### config.mk
export PLATFORM = sky130hd
export DESIGN_NAME = i281_ctrl_fsm_step
export DESIGN_NICKNAME = d
export VERILOG_FILES = /design/src/rtl/i281_ctrl_pkg.sv /design/src/rtl/i281_op_decode.sv /design/src/rtl/i281_ctrl_fsm_step.sv
export SDC_FILE = /design/constraint.sdc
export NUM_CORES = 1
export LEC_CHECK = 0
export ABC_AREA = 1
export CAP_MARGIN = 0
export CORE_ASPECT_RATIO = 0.75
export CORE_MARGIN = 3
export CORE_UTILIZATION = 57
export DETAILED_ROUTE_END_ITERATION = 6
export MAX_ROUTING_LAYER = met4
export PLACE_DENSITY = 0.83
export SETUP_SLACK_MARGIN = 0.02
export SLEW_MARGIN = 0
export SYNTH_ARGS = -nofsm -noshare
export SYNTH_HDL_FRONTEND = slang
export SYNTH_SLANG_ARGS = --single-unit
### constraint.sdc
create_clock -name clock -period 19.08 [get_ports clock]
set_input_delay 2.862 -clock clock [delete_from_list [all_inputs] [get_ports clock]]
set_output_delay 2.862 -clock clock [all_outputs]
set_load 0.02 [all_outputs]
### src/rtl/i281_ctrl_pkg.sv
// Shared encodings for the i281 multicycle control unit: state codes, opcode
// indices, control-word bit masks and small decode helpers.
package i281_ctrl_pkg;

    typedef enum logic [4:0] {
        S_IF         = 5'd0,
        S_ID         = 5'd1,
        S_EX_ALU     = 5'd2,
        S_EX_ADDR    = 5'd3,
        S_EX_BRANCH  = 5'd4,
        S_EX_JUMP    = 5'd5,
        S_MEM_READ   = 5'd6,
        S_MEM_WRITE  = 5'd7,
        S_WB_ALU     = 5'd8,
        S_WB_LOAD    = 5'd9,
        S_EX_LOAD    = 5'd10,
        S_EX_LOADI   = 5'd11,
        S_EX_LIR     = 5'd12,
        S_EX_MOVE    = 5'd13,
        S_EX_SWAPREG = 5'd14,
        S_IDLE       = 5'd15,
        S_FAULT      = 5'd16
    } state_t;

    localparam int NUM_OPS = 23;
    typedef logic [4:0] op_t;

    localparam op_t OP_NOOP    = 5'd0;
    localparam op_t OP_INPUTC  = 5'd1;
    localparam op_t OP_INPUTCF = 5'd2;
    localparam op_t OP_INPUTD  = 5'd3;
    localparam op_t OP_INPUTDF = 5'd4;
    localparam op_t OP_MOVE    = 5'd5;
    localparam op_t OP_LOADI   = 5'd6;
    localparam op_t OP_ADD     = 5'd7;
    localparam op_t OP_ADDI    = 5'd8;
    localparam op_t OP_SUB     = 5'd9;
    localparam op_t OP_SUBI    = 5'd10;
    localparam op_t OP_LOAD    = 5'd11;
    localparam op_t OP_LOADF   = 5'd12;
    localparam op_t OP_STORE   = 5'd13;
    localparam op_t OP_STOREF  = 5'd14;
    localparam op_t OP_SHIFTL  = 5'd15;
    localparam op_t OP_SHIFTR  = 5'd16;
    localparam op_t OP_CMP     = 5'd17;
    localparam op_t OP_JUMP    = 5'd18;
    localparam op_t OP_BRE     = 5'd19;
    localparam op_t OP_BRNE    = 5'd20;
    localparam op_t OP_BRG     = 5'd21;
    localparam op_t OP_BRGE    = 5'd22;

    // ALU select bits that depend on the opcode during ExALU/ExADDR
    localparam int C_ALU_S0 = 12;
    localparam int C_ALU_S1 = 13;

    localparam logic [NUM_OPS-1:0] ALU_S0_OPS =
        (23'd1 << OP_INPUTCF) | (23'd1 << OP_INPUTD) | (23'd1 << OP_INPUTDF) |
        (23'd1 << OP_ADD) | (23'd1 << OP_ADDI) | (23'd1 << OP_SUB) |
        (23'd1 << OP_SUBI) | (23'd1 << OP_LOADF) | (23'd1 << OP_STOREF) |
        (23'd1 << OP_CMP);
    localparam logic [NUM_OPS-1:0] ALU_S1_OPS =
        (23'd1 << OP_SUB) | (23'd1 << OP_SUBI) | (23'd1 << OP_SHIFTR) |
        (23'd1 << OP_CMP);

    function automatic logic [24:1] cb(input int k);
        logic [24:1] w;
        w = '0;
        w[k] = 1'b1;
        return w;
    endfunction

    localparam logic [24:1] C_IF         = cb(3) | cb(12) | cb(16) | cb(20) | cb(22);
    localparam logic [24:1] C_ID         = cb(3) | cb(11) | cb(12) | cb(15) | cb(22);
    localparam logic [24:1] C_EX_ALU     = cb(14) | cb(21) | cb(22) | cb(24);
    localparam logic [24:1] C_EX_ADDR    = cb(14) | cb(22) | cb(24);
    localparam logic [24:1] C_EX_LOAD    = cb(12) | cb(14) | cb(19) | cb(22) | cb(24);
    localparam logic [24:1] C_EX_MOVE    = cb(12) | cb(14) | cb(19) | cb(20) | cb(22) | cb(24);
    localparam logic [24:1] C_EX_LOADI   = cb(12) | cb(19) | cb(22) | cb(24);
    localparam logic [24:1] C_EX_JUMP    = cb(2) | cb(3);
    localparam logic [24:1] C_EX_LIR     = cb(11);
    localparam logic [24:1] C_EX_SWAPREG = cb(11) | cb(15);
    localparam logic [24:1] C_MEM_READ   = cb(23);
    localparam logic [24:1] C_MEM_WRITE  = cb(17);
    localparam logic [24:1] C_WB_ALU     = cb(10);
    localparam logic [24:1] C_WB_LOAD    = cb(10) | cb(18);

    function automatic logic [24:1] c_word(input state_t s, input op_t op);
        logic [24:1] w;
        w = '0;
        case (s)
            S_IF:         w = C_IF;
            S_ID:         w = C_ID;
            S_EX_ALU, S_EX_ADDR: begin
                w = (s == S_EX_ALU) ? C_EX_ALU : C_EX_ADDR;
                w[C_ALU_S0] = ALU_S0_OPS[op];
                w[C_ALU_S1] = ALU_S1_OPS[op];
            end
            S_EX_LOAD:    w = C_EX_LOAD;
            S_EX_MOVE:    w = C_EX_MOVE;
            S_EX_LOADI:   w = C_EX_LOADI;
            S_EX_JUMP:    w = C_EX_JUMP;
            S_EX_LIR:     w = C_EX_LIR;
            S_EX_SWAPREG: w = C_EX_SWAPREG;
            S_MEM_READ:   w = C_MEM_READ;
            S_MEM_WRITE:  w = C_MEM_WRITE;
            S_WB_ALU:     w = C_WB_ALU;
            S_WB_LOAD:    w = C_WB_LOAD;
            default:      w = '0;
        endcase
        return w;
    endfunction

    function automatic logic is_branch(input op_t op);
        return (op == OP_BRE) || (op == OP_BRNE) || (op == OP_BRG) || (op == OP_BRGE);
    endfunction

    // flags[0] = zero, flags[1] = negative
    function automatic logic branch_taken(input op_t op, input logic [1:0] flags);
        logic t;
        case (op)
            OP_BRE:  t = flags[0];
            OP_BRNE: t = !flags[0];
            OP_BRG:  t = !flags[0] && !flags[1];
            OP_BRGE: t = !flags[1];
            default: t = 1'b0;
        endcase
        return t;
    endfunction

    function automatic logic operands_swapped(input op_t op);
        return (op == OP_MOVE) || (op == OP_LOADF) || (op == OP_STORE) || (op == OP_STOREF);
    endfunction

    function automatic logic is_final(input state_t s, input op_t op, input logic taken);
        logic f;
        case (s)
            S_ID:                            f = (op == OP_NOOP) || (is_branch(op) && !taken);
            S_EX_ALU:                        f = (op == OP_CMP);
            S_WB_ALU:                        f = (op != OP_LOADF);
            S_EX_JUMP, S_WB_LOAD, S_MEM_WRITE: f = 1'b1;
            default:                         f = 1'b0;
        endcase
        return f;
    endfunction

endpackage

### src/rtl/i281_op_decode.sv
// One-hot opcode field to opcode index; anything other than exactly one bit
// set is flagged illegal and reported as NOOP.
module i281_op_decode
    import i281_ctrl_pkg::*;
(
    input  logic [NUM_OPS-1:0] onehot,
    output op_t                op,
    output logic               illegal
);
    logic [4:0] ones;
    op_t        idx;

    always_comb begin
        ones = '0;
        idx  = OP_NOOP;
        for (int i = 0; i < NUM_OPS; i++) begin
            if (onehot[i]) begin
                ones = ones + 5'd1;
                idx  = op_t'(i);
            end
        end
    end

    assign illegal = (ones != 5'd1);
    assign op      = illegal ? OP_NOOP : idx;
endmodule

### src/rtl/i281_ctrl_fsm_step.sv
// Multicycle i281 control FSM with run/step gating, memory wait states with
// timeout fault, branches, illegal-opcode trap and a retire pulse.
module i281_ctrl_fsm_step
    import i281_ctrl_pkg::*;
#(
    parameter int REG_SEL_W    = 2,
    parameter int MEM_WAIT_MAX = 15,
    parameter int ILLEGAL_TRAP = 1
) (
    input  logic                       clock,
    input  logic                       reset,
    input  logic                       run,
    input  logic                       step,
    input  logic [22+2*REG_SEL_W:0]    opcode_in,
    input  logic [3:0]                 flags_reg,
    input  logic                       mem_ready,
    output logic [24:1]                c,
    output logic [REG_SEL_W-1:0]       sel_a,
    output logic [REG_SEL_W-1:0]       sel_b,
    output logic [REG_SEL_W-1:0]       wr_sel,
    output logic                       mem_req,
    output logic                       busy,
    output logic                       retire,
    output logic                       fault,
    output logic [4:0]                 state_dbg
);
    localparam int CW = $clog2(MEM_WAIT_MAX + 1);
    localparam logic [CW-1:0] WAIT_LAST = CW'(MEM_WAIT_MAX - 1);
    localparam logic TRAP = (ILLEGAL_TRAP != 0);

    state_t               state, nxt;
    logic [CW-1:0]        wait_cnt;
    op_t                  op_q, dec_op, e_op;
    logic                 illegal_q, dec_illegal, e_illegal;
    logic                 taken_q, e_taken, enter_id, retire_q, n_retire;
    logic [REG_SEL_W-1:0] rx_q, ry_q, e_rx, e_ry, n_sel_a, n_sel_b, n_wr_sel;
    logic                 unused_flags;

    assign unused_flags = ^flags_reg[3:2];

    i281_op_decode u_decode (
        .onehot  (opcode_in[NUM_OPS-1:0]),
        .op      (dec_op),
        .illegal (dec_illegal)
    );

    // Instruction word and flags are captured on the edge that enters ID, so
    // every output can be registered against the state being entered.
    assign enter_id  = (state == S_IF);
    assign e_op      = enter_id ? dec_op : op_q;
    assign e_illegal = enter_id ? dec_illegal : illegal_q;
    assign e_rx      = enter_id ? opcode_in[22+2*REG_SEL_W -: REG_SEL_W] : rx_q;
    assign e_ry      = enter_id ? opcode_in[22+REG_SEL_W -: REG_SEL_W] : ry_q;
    assign e_taken   = enter_id ? branch_taken(dec_op, flags_reg[1:0]) : taken_q;

    always_comb begin
        nxt = state;
        case (state)
            S_IDLE: if (run || step) nxt = S_IF;
            S_IF:   nxt = S_ID;
            S_ID: begin
                if (illegal_q && TRAP) nxt = S_FAULT;
                else begin
                    case (op_q)
                        OP_NOOP:                          nxt = run ? S_IF : S_IDLE;
                        OP_MOVE:                          nxt = S_EX_MOVE;
                        OP_LOADI:                         nxt = S_EX_LOADI;
                        OP_ADDI, OP_SUBI:                 nxt = S_EX_ADDR;
                        OP_LOAD, OP_LOADF, OP_STORE:      nxt = S_EX_LOAD;
                        OP_STOREF:                        nxt = S_EX_SWAPREG;
                        OP_JUMP:                          nxt = S_EX_JUMP;
                        OP_BRE, OP_BRNE, OP_BRG, OP_BRGE: nxt = taken_q ? S_EX_JUMP : (run ? S_IF : S_IDLE);
                        OP_INPUTC, OP_INPUTCF, OP_INPUTD, OP_INPUTDF, OP_ADD, OP_SUB,
                        OP_SHIFTL, OP_SHIFTR, OP_CMP:     nxt = S_EX_ALU;
                        default:                          nxt = S_FAULT;
                    endcase
                end
            end
            S_EX_MOVE, S_EX_ADDR: nxt = S_WB_ALU;
            S_EX_LOADI:   nxt = (op_q == OP_STOREF) ? S_MEM_WRITE : S_WB_ALU;
            S_EX_ALU: begin
                if (op_q == OP_CMP)        nxt = run ? S_IF : S_IDLE;
                else if (op_q == OP_LOADF) nxt = S_MEM_READ;
                else                       nxt = S_WB_ALU;
            end
            S_EX_LOAD: begin
                if (op_q == OP_LOADF)      nxt = S_WB_ALU;
                else if (op_q == OP_STORE) nxt = S_MEM_WRITE;
                else                       nxt = S_MEM_READ;
            end
            S_WB_ALU:     nxt = (op_q == OP_LOADF) ? S_EX_LIR : (run ? S_IF : S_IDLE);
            S_EX_LIR:     nxt = S_EX_ALU;
            S_EX_SWAPREG: nxt = S_EX_LOADI;
            S_MEM_READ: begin
                if (mem_ready)                  nxt = S_WB_LOAD;
                else if (wait_cnt == WAIT_LAST) nxt = S_FAULT;
            end
            S_MEM_WRITE: begin
                if (mem_ready)                  nxt = run ? S_IF : S_IDLE;
                else if (wait_cnt == WAIT_LAST) nxt = S_FAULT;
            end
            S_EX_JUMP, S_WB_LOAD: nxt = run ? S_IF : S_IDLE;
            S_FAULT:      nxt = S_FAULT;
            default:      nxt = S_FAULT;
        endcase
    end

    always_comb begin
        n_sel_a  = '0;
        n_sel_b  = '0;
        n_wr_sel = '0;
        case (nxt)
            S_ID: begin
                n_sel_a = operands_swapped(e_op) ? e_ry : e_rx;
                n_sel_b = operands_swapped(e_op) ? e_rx : e_ry;
            end
            S_EX_LIR:     n_sel_a = e_rx;
            S_EX_SWAPREG: begin
                n_sel_a = e_ry;
                n_sel_b = e_rx;
            end
            S_WB_ALU, S_WB_LOAD: n_wr_sel = e_rx;
            default: ;
        endcase
        n_retire = is_final(nxt, e_op, e_taken) && !((nxt == S_ID) && e_illegal && TRAP);
    end

    always_ff @(posedge clock) begin
        if (reset) begin
            state     <= S_IDLE;
            wait_cnt  <= '0;
            op_q      <= OP_NOOP;
            illegal_q <= 1'b0;
            taken_q   <= 1'b0;
            rx_q      <= '0;
            ry_q      <= '0;
            c         <= '0;
            sel_a     <= '0;
            sel_b     <= '0;
            wr_sel    <= '0;
            mem_req   <= 1'b0;
            busy      <= 1'b0;
            retire_q  <= 1'b0;
            fault     <= 1'b0;
        end else begin
            state    <= nxt;
            wait_cnt <= ((state == S_MEM_READ || state == S_MEM_WRITE) && nxt == state)
                        ? wait_cnt + CW'(1) : '0;
            if (enter_id) begin
                op_q      <= e_op;
                illegal_q <= e_illegal;
                taken_q   <= e_taken;
                rx_q      <= e_rx;
                ry_q      <= e_ry;
            end
            c        <= c_word(nxt, e_op);
            sel_a    <= n_sel_a;
            sel_b    <= n_sel_b;
            wr_sel   <= n_wr_sel;
            mem_req  <= (nxt == S_MEM_READ) || (nxt == S_MEM_WRITE);
            busy     <= (nxt != S_IDLE) && (nxt != S_FAULT);
            retire_q <= n_retire;
            fault    <= (nxt == S_FAULT);
        end
    end

    // A final Mem state may stretch over wait cycles; retire only on completion.
    assign retire    = retire_q && (!mem_req || mem_ready);
    assign state_dbg = state;
endmodule

==> summary.md, run 1 <==
| Metric | Value |
|---|---|
| DRT antenna net count | 0 |
| CP Capture Type | flip-flop |
| H-tree depth | 2 |
| Initial antenna violation count | 0 |
| Number of I/O pins | between 70 and 80 |
| Ys flop type | dfxtp_1 |
| # nets final | about 1100 |
| Worst Clk Skew | between 0.004 and 0.005 ns |
| RSZ-0062 raised after global routing | no |
| Mapped cell area | about 5700 sq um |
| Peak supply drop | between 0.00006 and 0.00007 V |
| Placed cells | roughly 1100 |
| Post-synthesis cell type count | between 50 and 60 |
| Top layer in use | met4 |
| PostCTS Resize Cnt | 0 |
| Initial DRC Count | 443 |
| Clock power share | between 10% and 20% |
| Internal power | between 0.3 and 0.4 mW |
| CTS max path bufs | 2 |
| Crit Path Max Fanout | 9 |
| # DRC | 0 |
| Sequential area share after synthesis | between 10% and 20% |
| TNS Setup | 0 ns |
| Final setup fails | 0 |
| Slew margin rel. | ~47% |
| Max Fclk | about 65 MHz |
| Die Ht | approximately 93 microns |
| Post-synth EDFFs | 0 |
| Final Max Slew Viols | 0 |
| Setup Buffers After CTS | 0 |
| Fin util | between 70% and 80% |
| Final cell count without fillers | roughly 1200 |
| Worst-Skew Late Latency | 0.29 ns |
| Worst EP required | just under 20 ns |
| CTS tree | yes |
| Fin crit share | 80.57% |
| Final hold violation count | 0 |
| Root Driver | clkbuf_16 |
| Post-DP HPWL | around 11000 microns |
| CP max stage delay | 0.48 ns |
| Fraction of power consumed by sequential logic | around 18% |
| Met3 routed WL | between 700 and 800 microns |
| Drt total wl | approximately 13000 microns |
| Hold WS | roughly 0.46 ns |
| Worst-Margin Slew | 0.7775 ns |
| Port Buf Inserts | 65 |
| Cts-stage hold buffer count | 0 |
| Clock transition at path regs | approximately 0.070 ns |
| Post-Synthesis Cells | roughly 960 |
| Met2 WL | approximately 5100 microns |
| Drt pass-1 iters | 5 |
| Filler cells | 850 |
| Most common cell after layout, fill and taps aside | nand2_1 |
| Post-synthesis register bit count | 47 |
| Routed vias/inst | 5.084 |
| GR Overflow Total | 0 |
| Vias in the first global route | 4979 |
| CP startpoint kind | input port |
| R2R setup slack | between 15 and 20 ns |
| Commonest non-fill, non-tap cells in the layout | 239 x nand2_1, 172 x inv_1, 95 x nor2_1, 82 x nand3_1, 77 x nand2_2 |
| Clk sinks | 47 |
| Initial core utilization | ~61% |
| N_diodes | 0 |
| Status | complete, no violations |
| Core area | 9384 sq um |
| Share of layout cells above drive strength 1 | between 10% and 20% |
| Net Sw Frac | about half |
| Largest net degree at the start of global routing | 37 |
| Mean post-synth cell area | 5.949 sq um |
| CP max stage cell | clkdlybuf4s50_1 |
| DIE AREA | ~11000 sq um |
| Vias | slightly below 6000 |
| Async set-reset flop share out of synthesis | 0% |
| Row count | 30 |
| Crit path DAT | between 15 and 20 ns |
| Die width | 121.5 microns |
| WL per Instance | about 11 microns |
| WS Path Type | input port to flip-flop |
| HP Class | flip-flop to flip-flop |
| First-pass GRT wire length | 21970 microns |
| Total power divided by cell area | 105.0 nW/um^2 |
| Max-Cap Viols | 0 |
| GRT Total Usage | between 20% and 30% |
| Yosys warnings | 0 |
| Psw | about 0.35 mW |
| CTS buffer count | 5 |
| WL met1 | ~6900 microns |
| Tmin final | between 15 and 20 ns |
| Synthesis-to-layout area growth | 16.33% |
| Gate power share | 66.0% |
| Gpl congestion | around 0.9 |
| Static Leak | between 3 and 4 nW |
| Pwr Total | between 0.6 and 0.7 mW |
-- worst paths after layout --
check                           cells after the start                endpoint              startpoint
worst max register to register                     19        c[12]$_SDFF_PP0_    op_q[2]$_SDFFE_PP0N_
worst min register to register                      1  wait_cnt[0]$_SDFF_PP0_  wait_cnt[0]$_SDFF_PP0_
worst max-delay path                               85     sel_a[0]$_SDFF_PP0_            opcode_in[0]
worst min-delay path                                1  wait_cnt[0]$_SDFF_PP0_  wait_cnt[0]$_SDFF_PP0_
-- flip-flops by register name, indices dropped and copies added, names as in the netlist, 2 cells and up --
register	cells
c	17
sel_a	2
wait_cnt	4
state_dbg	5
ry_q	2
rx_q	2
wr_sel	2
op_q	5
sel_b	2
-- power by group through the flow --
stage | clock (mW) | sequential (mW) | combinational [mW]
final | 0.114 | 0.123 | 0.460
after global routing | 0.119 | 0.124 | 0.523
after CTS | 0.115 | 0.123 | 0.458
after detailed placement | 0 | 0.125 | 0.453
after global placement | 0 | 0.125 | 0.443
after floorplan | 0 | 0.138 | 0.341
-- metal layers --
| metal | vias up | global-route usage [%] |
|---|---|---|
| li1 | 3145 | - |
| met1 | 2546 | 36.66 |
| met2 | 162 | 33.70 |
| met3 | 9 | 2.686 |
| met4 | 0 | 2.146 |
| met5 | - | - |
-- critical path, delay by kind of cell --
kind / cells / cell delay, ns
adders and majority gates: 22 / 5.92
buffers and inverters: 12 / 1.18
and+or+nand+nor: 46 / 4.90
AOI/OAI and AO/OA: 5 / 0.74
-- cells in the mapped netlist, types with 8 or more instances --
cell type,n,area share (%)
ha_1,29,6.4
nand3_1,82,7.2
inv_2,16,1.1
nand2_4,8,1.6
nand2_1,239,16
nand2_2,77,8.5
dfxtp_1,47,17
nand3_2,22,3.9
inv_1,172,11
nor3_1,13,1.1
o21ai_0,16,1.4
nand3b_1,10,1.3
a21oi_1,31,2.7
nor2_1,95,6.3
-- final cells by class --
class / instances / area (sq um) / share of cell area [%]
Multi-Input combinational cell: 712 / 3946 / 59.52
Sequential cell: 47 / 940.9 / 14.19
Inverter: 191 / 720.7 / 10.87
Timing Repair Buffer: 67 / 665.6 / 10.04
Tap cell: 128 / 160.2 / 2.416
Clock buffer: 5 / 125.1 / 1.887
Clock inverter: 3 / 71.32 / 1.076
-- stage by stage --
stage | area [sq um] | setup WS, ns
floorplan | 5722 | 4.934
global placement | 6434 | 3.588
detailed placement | 6434 | 3.383
CTS | 6630 | 3.652
global route | 6630 | 2.481
finish | 6630 | 3.707
-- cells by family (layout without fill, tap and decap cells) --
kind of cell               count (synthesis)  after routing  synth area share [%]
and+or+nand+nor                          582            582                 51.72
buffers and inverters                    205            266                 14.64
AOI/OAI and AO/OA                         88             88                 9.682
DFF                                       47             47                 16.51
adders and majority gates                 29             29                 6.367
muxes                                      4              4                0.7026
xor gates and xnor gates                   2              2                0.3074
other                                      1              7               0.06580
Power figures use the tool's default switching activity.
==> run 2, diff against run 1 <==
CORE_UTILIZATION = 52   (was 57)
PLACE_DENSITY = 0.8   (was 0.83)
clock period = 12.8 ns   (was 19.08 ns; I/O delays follow)
==> summary.md, run 2 (same netlist as run 1, synthesis figures left out) <==
| Metric | Value |
|---|---|
| Status | complete, but fails checks |
| Failing checks | DRC |
| Tmin final | 12.64 ns |
| Worst-Skew Late Latency | 0.30 ns (about the same) |
| R2r worst-path depth | 19 (unchanged) |
| Most common cell after layout, fill and taps aside | nand2_1 |
| Net Sw Frac | 52.19% (+2.4 points) |
| Crit Path Max Fanout | 5 (-4) |
| Total power divided by cell area | 162.5 nW/um^2 (+55%) |
| Worst-Margin Slew | 0.7661 ns (-0.01145 ns) |
| Peak supply drop | 0.0001067 V (+67%) |
| Internal power | 0.6436 mW (+84%) |
| HP Class | flip-flop to flip-flop |
| DRT antenna net count | 0 (unchanged) |
| Met3 routed WL | 1967 microns (+160%) |
| CTS max path bufs | 2 (unchanged) |
| Share of layout cells above drive strength 1 | 35.46% (+20 points) |
| Hold path depth | 1 (unchanged) |
| H-tree depth | 2 (unchanged) |
| Initial antenna violation count | 0 (unchanged) |
| Number of I/O pins | 75 (unchanged) |
| Clock power share | 10.2% (-6.2 points) |
| Gate power share | 76.0% (+10 points) |
| Root Driver | clkbuf_16 |
| WS Path Type | input port to flip-flop |
| Max reg flops | 17 (unchanged) |
| Hold WS | 0.4705 ns (+0.008003 ns) |
| # nets final | 1209 (+11%) |
| CP startpoint kind | input port |
| CP max stage cell | clkdlybuf4s50_1 |
| Clk sinks | 47 (unchanged) |
| Met2 WL | 9065 microns (+79%) |
| N_diodes | 0 (unchanged) |
| Final setup fails | 0 (unchanged) |
| Vias in the first global route | 6475 (+30%) |
| Fin crit share | 98.78% |
| Largest register by flop count | c |
| First-pass GRT wire length | 30250 microns (+38%) |
| Gpl congestion | 0.9141 (+0.79%) |
| Die width | 126.9 microns (+4.5%) |
| Final Max Slew Viols | 0 (unchanged) |
| Synthesis-to-layout area growth | 45.36% |
| WL per Instance | 16.47 microns (+48%) |
| Max Fclk | just under 80 MHz |
| Worst EP required | 13.02 ns (-6.27 ns) |
| Psw | 0.7026 mW (+100%) |
| Largest net degree at the start of global routing | 37 (unchanged) |
| Row count | 32 (+6.7%) |
| WL met1 | 8834 microns (+28%) |
| Slew margin rel. | 48.46% (+1.6 points) |
| Initial DRC Count | 836 (+89%) |
| Static Leak | 4.461 nW (+20%) |
| Crit path DAT | 12.87 ns (-2.72 ns) |
| Final hold violation count | 0 (unchanged) |
| Die Ht | 96.67 microns (+4.4%) |
| Post-DP HPWL | 11280 microns (+5.3%) |
| CP Capture Type | flip-flop |
| CTS buffer count | 5 (unchanged) |
| Pwr Total | 1.346 mW (+93%) |
| Port Buf Inserts | 65 (unchanged) |
| Clock transition at path regs | 0.07 ns (about the same) |
| R2R setup slack | 9.04 ns (-6.35 ns) |
| CTS tree | yes |
| Worst Clk Skew | 0.01051 ns (+0.006159 ns) |
| FF-to-FF Start | op_q[2]$_SDFFE_PP0N_ |
| Final cell count without fillers | 1281 (+11%) |
| Hold Path End | wait_cnt[0]$_SDFF_PP0_ |
| Fraction of power consumed by sequential logic | 13.8% (-3.8 points) |
| Vias | 7236 (+23%) |
| Drt total wl | 21100 microns (+65%) |
| GR Overflow Total | 0 (unchanged) |
| Core area | 10490 sq um (+12%) |
| # DRC | 12 (+12) |
| Routed vias/inst | 5.649 (+11%) |
| GRT Total Usage | 30.04% (+6.5 points) |
| Setup slack at placement | -0.9599 ns (-4.342 ns) |
| Initial core utilization | 54.33% (-6.4 points) |
| Setup ws final | 0.1561 ns (-3.551 ns) |
| Placed cells | 1207 (+5.4%) |
| Critical R2R Capture | c[22]$_SDFF_PP0_ |
| Top layer in use | met4 |
| Most numerous cell on the critical path | nand2_4 |
| Max-Cap Viols | 0 (unchanged) |
| DIE AREA | 12270 sq um (+9.1%) |
| Commonest non-fill, non-tap cells in the layout | 187 x nand2_1, 159 x inv_1, 119 x buf_4, 100 x nand2_2, 91 x nor2_1 |
| Worst hold start | wait_cnt[0]$_SDFF_PP0_ |
| CP max stage delay | 0.70 ns (+0.22 ns) |
| Drt pass-1 iters | 7 (+2) |
run 2: power by group through the flow:
| stage | combinational (mW) | sequential [mW] | clock (mW) |
|---|---|---|---|
| 4_1_cts | 0.838 | 0.184 | 0.135 |
| 5_1_grt | 1.11 | 0.187 | 0.146 |
| 6_report | 1.02 | 0.185 | 0.138 |
| 3_3_place_gp | 0.720 | 0.186 | 0 |
| 3_5_place_dp | 0.739 | 0.186 | 0 |
| 2_1_floorplan | 0.517 | 0.205 | 0 |
run 2: critical path: cells and delay by family:
kind                       cells  cell delay, ns
adders and majority gates     19            4.44
and+or+nand+nor               45            4.26
buffers and inverters         12            1.62
AOI/OAI and AO/OA              4            0.58
run 2: worst max path at each step:
| stage | from | end | slack (ns) | depth (start not counted) |
|---|---|---|---|---|
| detailed placement | opcode_in[1] | retire_q$_SDFF_PP0_ | -0.96 | 85 |
| CTS | opcode_in[1] | sel_a[1]$_SDFF_PP0_ | 0.004 | 88 |
| global placement | opcode_in[1] | sel_a[1]$_SDFF_PP0_ | -0.79 | 86 |
| global route | opcode_in[3] | sel_a[0]$_SDFF_PP0_ | -0.38 | 96 |
| finish | opcode_in[3] | sel_a[0]$_SDFF_PP0_ | 0.16 | 80 |
| floorplan | opcode_in[1] | retire_q$_SDFF_PP0_ | 0.03 | 86 |
run 2: routing by layer:
layer / global-route usage (%) / vias up
met1: 41.24 / 3239
li1: - / 3385
met4: 11.46 / 0
met3: 3.863 / 138
met5: - / -
met2: 45.00 / 474
run 2: metrics by stage:
stage | util [%] | area (sq um) | setup TNS, ns
floorplan | - | 5793 | 0
global placement | 65.97 | 6920 | -7.036
detailed placement | 65.97 | 6920 | -9.135
CTS | 74.14 | 7777 | 0
global route | 78.97 | 8284 | -1.747
finish | 78.97 | 8284 | 0
run 2: area by class of cell:
cell class / count / area, sq um
Tap cell: 136 / 170.2
Sequential cell: 47 / 940.9
Clock buffer: 5 / 125.1
Clock inverter: 3 / 27.53
Timing Repair Buffer: 187 / 1569
Fill cell: 724 / 2206
Multi-Input combinational cell: 712 / 4720
Inverter: 191 / 732.0
run 2: repair_timing:
action	CTS	global route
gates resized for setup	48	116
hold endpoints to repair	0	0
pin swaps	36	76
endpoints found under the setup margin	14	14
hold buffers	0	0
setup buffers	68	10
==> run 3, diff against run 2 <==
SYNTH_HIERARCHICAL = 1   (was default)
==> summary.md, run 3 <==
| Metric | Value |
|---|---|
| Status | complete, no violations |
| Worst-Margin Slew | 0.6891 ns (-0.07693 ns) |
| WS Path Type | input port to flip-flop |
| Setup ws final | 0.2539 ns (+0.09777 ns) |
| GR Overflow Total | 0 (unchanged) |
| CP max stage delay | 0.32 ns (-0.38 ns) |
| Root Driver | clkbuf_16 |
| Seq. cell area | 940.9 sq um (unchanged) |
| Clk sinks | 47 (unchanged) |
| Total power divided by cell area | 159.6 nW/um^2 (-1.8%) |
| Post-synth EDFFs | 0 (unchanged) |
| Gpl congestion | 0.9173 (+0.35%) |
| Die width | 128.8 microns (+1.5%) |
| Filler cells | 727 (+0.41%) |
| Initial DRC Count | 450 (-46%) |
| Routed vias/inst | 5.276 (-6.6%) |
| Ys flop type | dfxtp_1 |
| Largest net degree at the start of global routing | 27 (-27%) |
| Initial antenna violation count | 0 (unchanged) |
| Largest cells by area after synthesis | nand2_1 17%, dfxtp_1 16%, nand2_2 10%, inv_1 9.4%, nand3_1 8.0% |
| First-pass GRT wire length | 27500 microns (-9.1%) |
| Largest register by flop count | c |
| Post-synthesis cell type count | 45 (-18%) |
| Commonest cells post-synth | 272 x nand2_1, 147 x inv_1, 101 x nor2_1 |
| Vias in the first global route | 6274 (-3.1%) |
| Clock transition at path regs | 0.06 ns (about the same) |
| Async set-reset flop share out of synthesis | 0% (unchanged) |
| Final setup fails | 0 (unchanged) |
| Yosys top cell by area | nand2_1 |
| CTS max path bufs | 2 (unchanged) |
| Worst Clk Skew | 0.006458 ns (-0.004053 ns) |
| CP startpoint kind | input port |
| CP max stage cell | ha_1 |
| CTS buffer count | 5 (unchanged) |
| Max reg flops | 17 (unchanged) |
| H-tree depth | 2 (unchanged) |
| Max-Cap Viols | 0 (unchanged) |
| CTS tree | yes |
| GRT Total Usage | 26.11% (-3.9 points) |
| Initial core utilization | 55.20% (+0.87 points) |
| # nets final | 1273 (+5.3%) |
| Crit path DAT | 12.73 ns (-0.14 ns) |
| Post-synthesis register bit count | 47 (unchanged) |
| Worst-Skew Late Latency | 0.29 ns (about the same) |
| HP Class | flip-flop to flip-flop |
| Post-DP HPWL | 11420 microns (+1.2%) |
| Fin util | 81.21% (+2.2 points) |
| Setup slack at placement | -0.8960 ns (+0.06387 ns) |
| Most common cell after layout, fill and taps aside | nand2_1 |
| Drt pass-1 iters | 7 (unchanged) |
| Die Ht | 98.09 microns (+1.5%) |
| Static Leak | 4.850 nW (+8.7%) |
| Port Buf Inserts | 65 (unchanged) |
| Cts-stage hold buffer count | 0 (unchanged) |
| N_diodes | 0 (unchanged) |
| Sequential area share after synthesis | 16.00% (-0.51 points) |
| Crit Path Max Fanout | 4 (-1) |
| Area of the multi-input gates | 4974 sq um (+5.4%) |
| Most common cell in the netlist | nand2_1 |
| RSZ-0062 raised after global routing | yes |
| Commonest non-fill, non-tap cells in the layout | 227 x nand2_1, 139 x inv_1, 129 x buf_4, 97 x nor2_1, 96 x nand2_2 |
| Final Max Slew Viols | 0 (unchanged) |
| Final hold violation count | 0 (unchanged) |
| DRT antenna net count | 0 (unchanged) |
| Tmin final | 12.55 ns (-0.09777 ns) |
| Post-Synthesis Cells | 1009 (+5.3%) |
| Mapped cell area | 5879 sq um (+3.2%) |
| Post-synth top area share | 17.37% (+0.86 points) |
| Slew margin rel. | 53.63% (+5.2 points) |
| # DRC | 0 (-12) |
| Worst EP required | 12.98 ns (-0.04 ns) |
| DIE AREA | 12630 sq um (+3.0%) |
| CP Capture Type | flip-flop |
| Mean post-synth cell area | 5.827 sq um (-2.1%) |
| Vias | 7096 (-1.9%) |
| Number of I/O pins | 75 (unchanged) |
| Fin crit share | 98.02% (-0.76 points) |
| Most numerous cell on the critical path | nand2_4 |
| Peak supply drop | 0.0001033 V (-3.1%) |
| Max Fclk | 79.71 MHz (+0.78%) |
| Drt total wl | 18440 microns (-13%) |
| Row count | 32 (unchanged) |
| WL per Instance | 13.71 microns (-17%) |
| Yosys warnings | 6 (+6) |
| Synthesis-to-layout area growth | 47.12% |
| Core area | 10650 sq um (+1.5%) |
| Share of layout cells above drive strength 1 | 36.72% (+1.3 points) |
run 3: cell types whose count changed in the layout (fill, tap and decap cells not counted), moves of 7 or more:
cell     delta
nand2_1    +40
inv_1      -20
nand3_1    +19
nand2_4    +15
buf_4      +10
inv_2      +10
o21ai_1     +8
nand4_1     +7
nor2_2      +7
nor2_4      +7
run 3: cell type report:
cell class / count / share of cell area [%]
well taps: 136 / 1.967
clock inverters: 2 / 0.1881
repair buffers: 203 / 20.08
flip-flops and latches: 47 / 10.88
clock buffers: 6 / 1.606
inverters: 178 / 7.782
multi-input cells: 773 / 57.50
run 3: final timing paths:
| kind | end | depth (start not counted) | from | slack [ns] |
|---|---|---|---|---|
| max | retire_q$_SDFF_PP0_ | 94 | opcode_in[1] | 0.25 |
| min | illegal_q$_SDFFE_PP0N_ | 2 | illegal_q$_SDFFE_PP0N_ | 0.47 |
| max reg2reg | retire_q$_SDFF_PP0_ | 17 | state_dbg[2]$_SDFF_PP1_ | 10.06 |
| min reg2reg | illegal_q$_SDFFE_PP0N_ | 2 | illegal_q$_SDFFE_PP0N_ | 0.47 |
run 3: through the flow:
| stage | total power, mW | cells | TNS, ns | instance area [sq um] | hold WS [ns] |
|---|---|---|---|---|---|
| floorplan | 0.7857 | 1015 | 0 | 5948 | 0.4297 |
| global placement | 0.9769 | 1255 | -5.428 | 7083 | 0.4470 |
| detailed placement | 0.9922 | 1255 | -7.323 | 7083 | 0.4577 |
| CTS | 1.218 | 1344 | 0 | 8000 | 0.4674 |
| global route | 1.498 | 1345 | -1.087 | 8650 | 0.4940 |
| finish | 1.380 | 1345 | 0 | 8650 | 0.4672 |
run 3: per-layer routing:
layer	vias up	wire, microns	part of all wire (%)	GRT usage, %
met3	42	1043	5.7	3.827
met2	263	8953	49	41.72
met4	0	410	2.2	5.973
li1	3550	-	-	-
met5	-	0	0	-
met1	3241	8034	44	34.89
run 3: what timing repair did:
action	4_1_cts	5_1_grt
endpoints found under the setup margin	10	14
pin swaps	44	88
setup buffers	81	10
resized for setup	44	135
run 3: where the power goes:
part | total, mW | internal, mW | switching [mW]
logic | 1.06 | 0.437 | 0.619
registers | 0.191 | 0.171 | 0.0199
clock network | 0.134 | 0.0780 | 0.0555
run 3: cell families after synthesis:
family / share of synthesized area, %
XOR/XNOR: 0.4470
adder cells (fa/ha/maj): 6.172
AO/OA/AOI/OAI: 7.533
AND/OR/NAND/NOR: 56.39
flip-flops: 16.00
other: 0.06378
buffers and inverters: 13.39
run 3: worst max-delay path, delay by kind of cell:
family | cells | cell delay (ns)
fa+ha+maj | 18 | 4.43
simple gates | 49 | 3.56
buf+inv | 23 | 2.36
compound gates | 4 | 0.49
